`src/rtl/aska_pkg.sv`:
```
// Shared definitions for the ASKA stimulation scheduler and pulse engine:
// FSM state encoding, electrode/amplitude widths and an index-width helper.
`timescale 1ns/1ps

package aska_pkg;

  // Electrode count and mask width, shared with the pulse engine.
  localparam int ELEC_NUM = 32;
  localparam int ELEC_W   = ELEC_NUM;
  // Amplitude DAC code width.
  localparam int AMP_W    = 6;

  typedef enum logic [2:0] {
    ST_IDLE      = 3'd0,
    ST_SELECT    = 3'd1,
    ST_START     = 3'd2,
    ST_WAIT_DONE = 3'd3,
    ST_GAP       = 3'd4
  } sched_state_e;

  // Width of a channel index. This is never less than 1, so a
  // single-channel build still has a legal vector.
  function automatic int idx_w(input int n);
    return (n > 1) ? $clog2(n) : 1;
  endfunction

endpackage

```
`src/rtl/aska_sched_pick.sv`:
```
// Rotating-base priority picker. It returns the first pending channel at or
// after base. The search wraps past the top index back to channel 0.
`timescale 1ns/1ps

module aska_sched_pick
  import aska_pkg::*;
#(
  parameter int  N_CH = 4,
  localparam int CH_W = idx_w(N_CH)
) (
  input  logic [N_CH-1:0] pending,
  input  logic [CH_W-1:0] base,
  output logic [CH_W-1:0] index,
  output logic            valid
);

  // Walk from the farthest offset back to the base, so the nearest hit wins.
  always_comb begin
    int j;
    // NOTE: every combinational output gets a default first; a path that
    // leaves one unassigned would infer a latch.
    index = '0;
    valid = 1'b0;
    j     = 0;
    for (int k = N_CH - 1; k >= 0; k--) begin
      j = int'(base) + k;
      if (j >= N_CH) j = j - N_CH;
      if (pending[j]) begin
        index = CH_W'(j);
        valid = 1'b1;
      end
    end
  end

endmodule

```
`src/rtl/aska_stim_scheduler.sv`:
```
// ASKA multi-channel stimulation scheduler. A frame counter raises
// frame_start. At each frame the enabled channels are snapshotted, and each
// one is served in turn on the shared biphasic pulse engine, with an
// inter-pulse gap after every pulse.
// Build option: define ASKA_SCHED_ROTATE_EN to rotate the first-served
// channel by one on every frame_start.
`timescale 1ns/1ps

module aska_stim_scheduler
  import aska_pkg::*;
#(
  parameter int  N_CH   = 4,
  parameter int  ELEC_W = aska_pkg::ELEC_W,
  parameter int  AMP_W  = aska_pkg::AMP_W,
  parameter int  PER_W  = 12,
  parameter int  GAP_W  = 4,
  localparam int CH_W   = idx_w(N_CH)
) (
  input  logic                     clk,
  input  logic                     resetn,
  input  logic                     enable,
  input  logic [N_CH-1:0]          ch_enable,
  input  logic [N_CH*ELEC_W-1:0]   ch_electrode1,
  input  logic [N_CH*ELEC_W-1:0]   ch_electrode2,
  input  logic [N_CH*AMP_W-1:0]    ch_amplitude,
  input  logic [PER_W-1:0]         frame_period,
  input  logic [GAP_W-1:0]         gap,
  input  logic                     pulse_done,
  output logic                     pulse_start,
  output logic [CH_W-1:0]          pulse_ch,
  output logic [ELEC_W-1:0]        electrode1,
  output logic [ELEC_W-1:0]        electrode2,
  output logic [AMP_W-1:0]         amplitude,
  output logic                     frame_start,
  output logic                     frame_overrun,
  output logic                     active
);

  sched_state_e      state_q, state_d;
  logic [PER_W-1:0]  count_q, count_d;
  logic [N_CH-1:0]   pending_q, pending_d;
  logic [GAP_W-1:0]  gap_cnt_q, gap_cnt_d;
  logic              overrun_q, overrun_d;
  logic [CH_W-1:0]   base;
  logic [CH_W-1:0]   pick_idx;
  logic              pick_valid;
  logic              served;

  assign frame_start   = enable && (count_q == frame_period);
  assign frame_overrun = overrun_q;
  assign served        = (state_q == ST_WAIT_DONE) && pulse_done;

`ifdef ASKA_SCHED_ROTATE_EN
  logic [CH_W-1:0] base_q;

  // The priority base advances on every frame boundary and wraps at N_CH.
  always_ff @(posedge clk or negedge resetn) begin
    if (!resetn)          base_q <= '0;
    else if (frame_start) base_q <= (base_q == CH_W'(N_CH - 1)) ? '0 : base_q + 1'b1;
  end
  assign base = base_q;
`else
  assign base = '0;
`endif

  aska_sched_pick #(.N_CH(N_CH)) u_pick (
    .pending (pending_q),
    .base    (base),
    .index   (pick_idx),
    .valid   (pick_valid)
  );

  // Next-state logic for the frame counter, pending set, gap timer and
  // overrun flag.
  always_comb begin
    count_d   = count_q + 1'b1;
    pending_d = pending_q;
    gap_cnt_d = gap_cnt_q;
    overrun_d = overrun_q;
    if (!enable || frame_start) count_d = '0;

    if (!enable)          pending_d = '0;
    else if (frame_start) pending_d = ch_enable;
    else if (served)      pending_d[pulse_ch] = 1'b0;

    // The GAP state lasts exactly gap cycles, so the timer loads gap-1.
    if (served)                                      gap_cnt_d = gap - 1'b1;
    else if (state_q == ST_GAP && gap_cnt_q != '0)   gap_cnt_d = gap_cnt_q - 1'b1;

    overrun_d = enable && (overrun_q || (frame_start && state_q != ST_IDLE));
  end

  // FSM next state.
  always_comb begin
    state_d = state_q;
    case (state_q)
      ST_IDLE:      if (frame_start) state_d = ST_SELECT;
      ST_SELECT:    state_d = (enable && pick_valid) ? ST_START : ST_IDLE;
      ST_START:     state_d = enable ? ST_WAIT_DONE : ST_IDLE;
      ST_WAIT_DONE: if (pulse_done) begin
                      if (!enable)         state_d = ST_IDLE;
                      else if (gap == '0)  state_d = ST_SELECT;
                      else                 state_d = ST_GAP;
                    end
      ST_GAP:       if (!enable)                state_d = ST_IDLE;
                    else if (gap_cnt_q == '0)   state_d = ST_SELECT;
      default:      state_d = ST_IDLE;
    endcase
  end

  // State and control registers.
  always_ff @(posedge clk or negedge resetn) begin
    // NOTE: sequential state uses non-blocking assignments only, so every
    // register samples pre-edge values regardless of process order.
    if (!resetn) begin
      state_q   <= ST_IDLE;
      count_q   <= '0;
      pending_q <= '0;
      gap_cnt_q <= '0;
      overrun_q <= 1'b0;
    end else begin
      state_q   <= state_d;
      count_q   <= count_d;
      pending_q <= pending_d;
      gap_cnt_q <= gap_cnt_d;
      overrun_q <= overrun_d;
    end
  end

  // Latch the selected channel's fields in SELECT. They hold through IDLE.
  always_ff @(posedge clk or negedge resetn) begin
    if (!resetn) begin
      pulse_ch   <= '0;
      electrode1 <= '0;
      electrode2 <= '0;
      amplitude  <= '0;
    end else if (state_q == ST_SELECT && enable && pick_valid) begin
      pulse_ch   <= pick_idx;
      electrode1 <= ch_electrode1[int'(pick_idx) * ELEC_W +: ELEC_W];
      electrode2 <= ch_electrode2[int'(pick_idx) * ELEC_W +: ELEC_W];
      amplitude  <= ch_amplitude[int'(pick_idx) * AMP_W +: AMP_W];
    end
  end

  // FSM outputs. The engine is never started while enable is low.
  always_comb begin
    pulse_start = (state_q == ST_START) && enable;
    active      = (state_q != ST_IDLE);
  end

endmodule

```
`config.mk`:
```
export PLATFORM = sky130hd
export DESIGN_NAME = aska_stim_scheduler
export DESIGN_NICKNAME = d
export VERILOG_FILES = /design/src/rtl/aska_pkg.sv /design/src/rtl/aska_sched_pick.sv /design/src/rtl/aska_stim_scheduler.sv
export SDC_FILE = /design/constraint.sdc
export NUM_CORES = 1
export LEC_CHECK = 0
export ABC_AREA = 1
export CAP_MARGIN = 20
export CORE_AREA = 2 2 147 149
export CTS_CLUSTER_DIAMETER = 80
export DETAILED_ROUTE_END_ITERATION = 10
export DIE_AREA = 0 0 149 151
export GPL_ROUTABILITY_DRIVEN = 0
export MAX_ROUTING_LAYER = met4
export PLACE_DENSITY_LB_ADDON = 0.05
export SETUP_SLACK_MARGIN = 0.5
export SLEW_MARGIN = 20
export SYNTH_ARGS = -nofsm -noshare
export SYNTH_HDL_FRONTEND = slang
export SYNTH_HIERARCHICAL = 1
export SYNTH_SLANG_ARGS = --single-unit
```
`constraint.sdc`:
```
create_clock -name clk -period 1.6 [get_ports clk]
set_input_delay 0.24 -clock clk [delete_from_list [all_inputs] [get_ports clk]]
set_output_delay 0.24 -clock clk [all_outputs]
set_load 0.01 [all_outputs]
```
==> results.md <==
- Vias per cell: 4.911
- Largest cells by area after synthesis: dfrtp_1 38%, nand2_1 17%, nor2_1 9.8%
- Worst EP required: 1.84 ns
- Most common cell after layout, fill and taps aside: clkdlybuf4s50_1
- Synth top area share: 37.67%
- Status: finished with violations
- RSZ-0062 raised after global routing: true
- Failing checks: setup timing
- First-pass GRT wire length: 41,780 um
- Final setup violation count: 78
- Vias in the first global route: 7,814
- Tcrit/Tclk final: 117.7%
- Clock Pin Slew Worst Setup and Hold Paths: 0.07 ns
- H-tree levels: 3
- Pre-antenna DRT Iters: 4
- Fillcell total: 1,970
- Area grow syn2layout: 94.02%
- Final hold violation count: 0
- Die area: 0.02250 mm^2
- Initial antenna violation count: 1
- Drt initial violations: 268
- Skew final: 0.006454 ns
- IO Pins: 380
- Post-synth EDFFs: 0
- R2R depth: 12
- Site row count: 53
- Max Slew Vio Count: 0
- Critical Path End Type: register
- Pleak: 5.525 nW
- Storage cell area: 0.002406 mm^2
- CP Buf/Inv Count: 6
- Via count: 8,207
- Setup CP Type: reg -> reg
- Clk pwr share: 17.1%
- Max Cap Viol: 0
- Synthesized area per cell: 6.657 um^2
- CP Depth: 12
- Final #Nets: 1,696
- Largest family of logic cells by synthesized area: simple AND/OR/NAND/NOR gates
- Cell variety after synth: 37
- Clk_lat worst skew: 0.35 ns
- Post-DRT Antenna Nets: 0
- Pwr/cell area: 989.4 mW/mm^2
- Drc violations: 0
- Critical path's top delay family: buffers and inverters
- Seq pwr share: 32.4%
- Final hold slack: 0.4158 ns
- Num Clock Sinks: 96
- Setup WS pre-CTS: -0.5818 ns
- Largest stage delay, worst path: 0.38 ns
- Longest Clk Path Bufs: 2
- Hold Crit Class: in -> async
- Share of layout cells above drive strength 1: 19.94%
- Yosys reg bits: 96
- Area share of fa/ha/maj cells after synthesis: 0.3924%
- DR WL/cell: 18.16 um
- Die width: 149 um
- Leading area contributor after synthesis: dfrtp_1
- Inserted Clock Buffers: 9
- TritonCTS clock tree: yes
- Final WS setup: -0.2835 ns
- Synth Area in Compound Gates: 20.03%
- Post-synthesis cell count: 958
- Root buf cell: clkbuf_16
- Setup crit start kind: register
- Synthesized area: 0.006377 mm^2
- Worst-path cell chain: inv_2, o21ai_4, nor2_4, buf_6, nand3_4, inv_2, nor4_4, buf_6, clkinv_8, clkbuf_16, nand2_2, nand2_1
- CP arrival: 2.12 ns
- CP max-delay cell: dfrtp_1
- Predominant post-synthesis flop cell: dfrtp_1
- Overflow after GRT: 0
- Fmax: 0.5309 GHz
- VDD IR max: 531.7 uV
- Multi-input logic area: 0.003940 mm^2
- Design Power: 12.24 mW
- Int Pwr: 7.826 mW
- Initial Utilization: 30.63%
- Post-Synth Simple-Gate Area: 32.31%
- Yosys warns: 6
- Logic gate share of total power: 50.5%
- Die Ht: 151 um
- Switching pwr: 4.416 mW
- Multiplexer area fraction after synthesis: 0%
- Period minus WS final: 1.883 ns
- Core Area: 0.02082 mm^2
- Most frequent cells in the layout: 350 x clkdlybuf4s50_1, 248 x nand2_1, 149 x nor2_1
- Sw frac: 36.07%
- Sequential share of the synthesized area: 37.67%
- Post-synthesis async set-or-reset flop share: 100.0%
- WL final: 30,350 um
- Detailed Place HPWL: 20,650 um
- Post-synthesis xor/xnor area fraction: 1.099%
- Buffers on Ports: 379
- Pin count of the biggest net entering global routing: 58
- Total track usage: 24.87%
- Crit-path max FO: 10
-- worst min-delay path, cell delays in order --
cell and delay [ns]:
dlygate4sd3_1 0.52, buf_4 0.14, buf_12 0.24
-- synth_stat cells, types with 3 or more instances --
library cell    n
a31oi_1         3
buf_2           8
buf_4          12
buf_6           9
clkbuf_1       33
dfrtp_1        96
inv_1          38
inv_2           8
nand2_1       289
nand2_2        12
nand3_1        19
nand4_1         3
nor2_1        166
nor2_2          6
nor3_1          3
o21ai_0       119
o21ai_1        33
o22ai_1        70
o31ai_1         4
xnor2_1         6
-- state kept, by name (all words and copies together), names as in the netlist --
register and count:
count_q 12, electrode1 32, amplitude 6, pending_q 4
frame_overrun 1, pulse_ch 2, gap_cnt_q 4, state_q 3
electrode2 32
-- repair_timing --
item	CTS	global route
endpoints found under the hold margin	96	0
pin swaps	16	27
setup endpoints to repair	172	172
cloned	6	16
hold buffers	1	0
gates resized for setup	121	153
buffers inserted	9	4
-- per-stage QoR --
step | util [%] | instance area (um^2) | cells | TNS [ns]
after floorplan | - | 6507 | 962 | -7.276
after global placement | 52.57 | 10950 | 1618 | -25.66
after detailed placement | 52.57 | 10950 | 1618 | -24.91
after CTS | 55.91 | 11640 | 1649 | -17.20
after global routing | 59.41 | 12370 | 1670 | -27.16
final | 59.42 | 12370 | 1671 | -19.04
-- cells by family (layout without fill, tap and decap cells) --
logic type | Yosys count | count (layout)
flip-flops | 96 | 96
AND/OR/NAND/NOR | 509 | 509
other | 1 | 7
buffers and inverters | 110 | 542
adder cells (fa/ha/maj) | 2 | 2
XOR/XNOR | 8 | 8
AO/OA/AOI/OAI | 232 | 232
-- layer usage --
metal / track usage [%] / vias to the layer above / wire length (um)
li1: - / 4008 / -
met1: 28.75 / 3856 / 12070
met2: 43.59 / 304 / 15570
met3: 5.271 / 39 / 2063
met4: 7.333 / 0 / 642
met5: - / - / 0
-- worst paths after layout --
| check | endpoint | slack (ns) | startpoint |
|---|---|---|---|
| worst max-delay path | electrode1[12] | -0.28 | pending_q[3] |
| worst min-delay path | electrode2[18] | 0.42 | resetn |
| worst max register to register | electrode1[12] | -0.28 | pending_q[3] |
| worst min register to register | electrode2[19] | 0.48 | electrode2[19] |
| max in group asynchronous | electrode1[11] | 0.88 | resetn |
| min in group clk | pending_q[3] | 0.46 | ch_enable[3] |
-- final cells by class --
cell class              instances  share of cell area [%]
well taps                     275                   2.781
repair buffers                480                   41.92
flip-flops and latches         96                   19.45
inverters                      47                   1.689
clock inverters                 4                  0.2427
clock buffers                  11                   2.043
multi-input cells             756                   31.84
diodes                          2                 0.04045
-- power by group through the flow --
stage          combinational [mW]  sequential (mW)  clock, mW
2_1_floorplan                1.86             4.22          0
3_3_place_gp                 5.60             3.88          0
3_5_place_dp                 5.63             3.89          0
4_1_cts                      5.81             3.89       2.14
5_1_grt                      6.67             4.09       2.23
6_report                     6.18             3.96       2.10
Power figures use the tool's default switching activity.
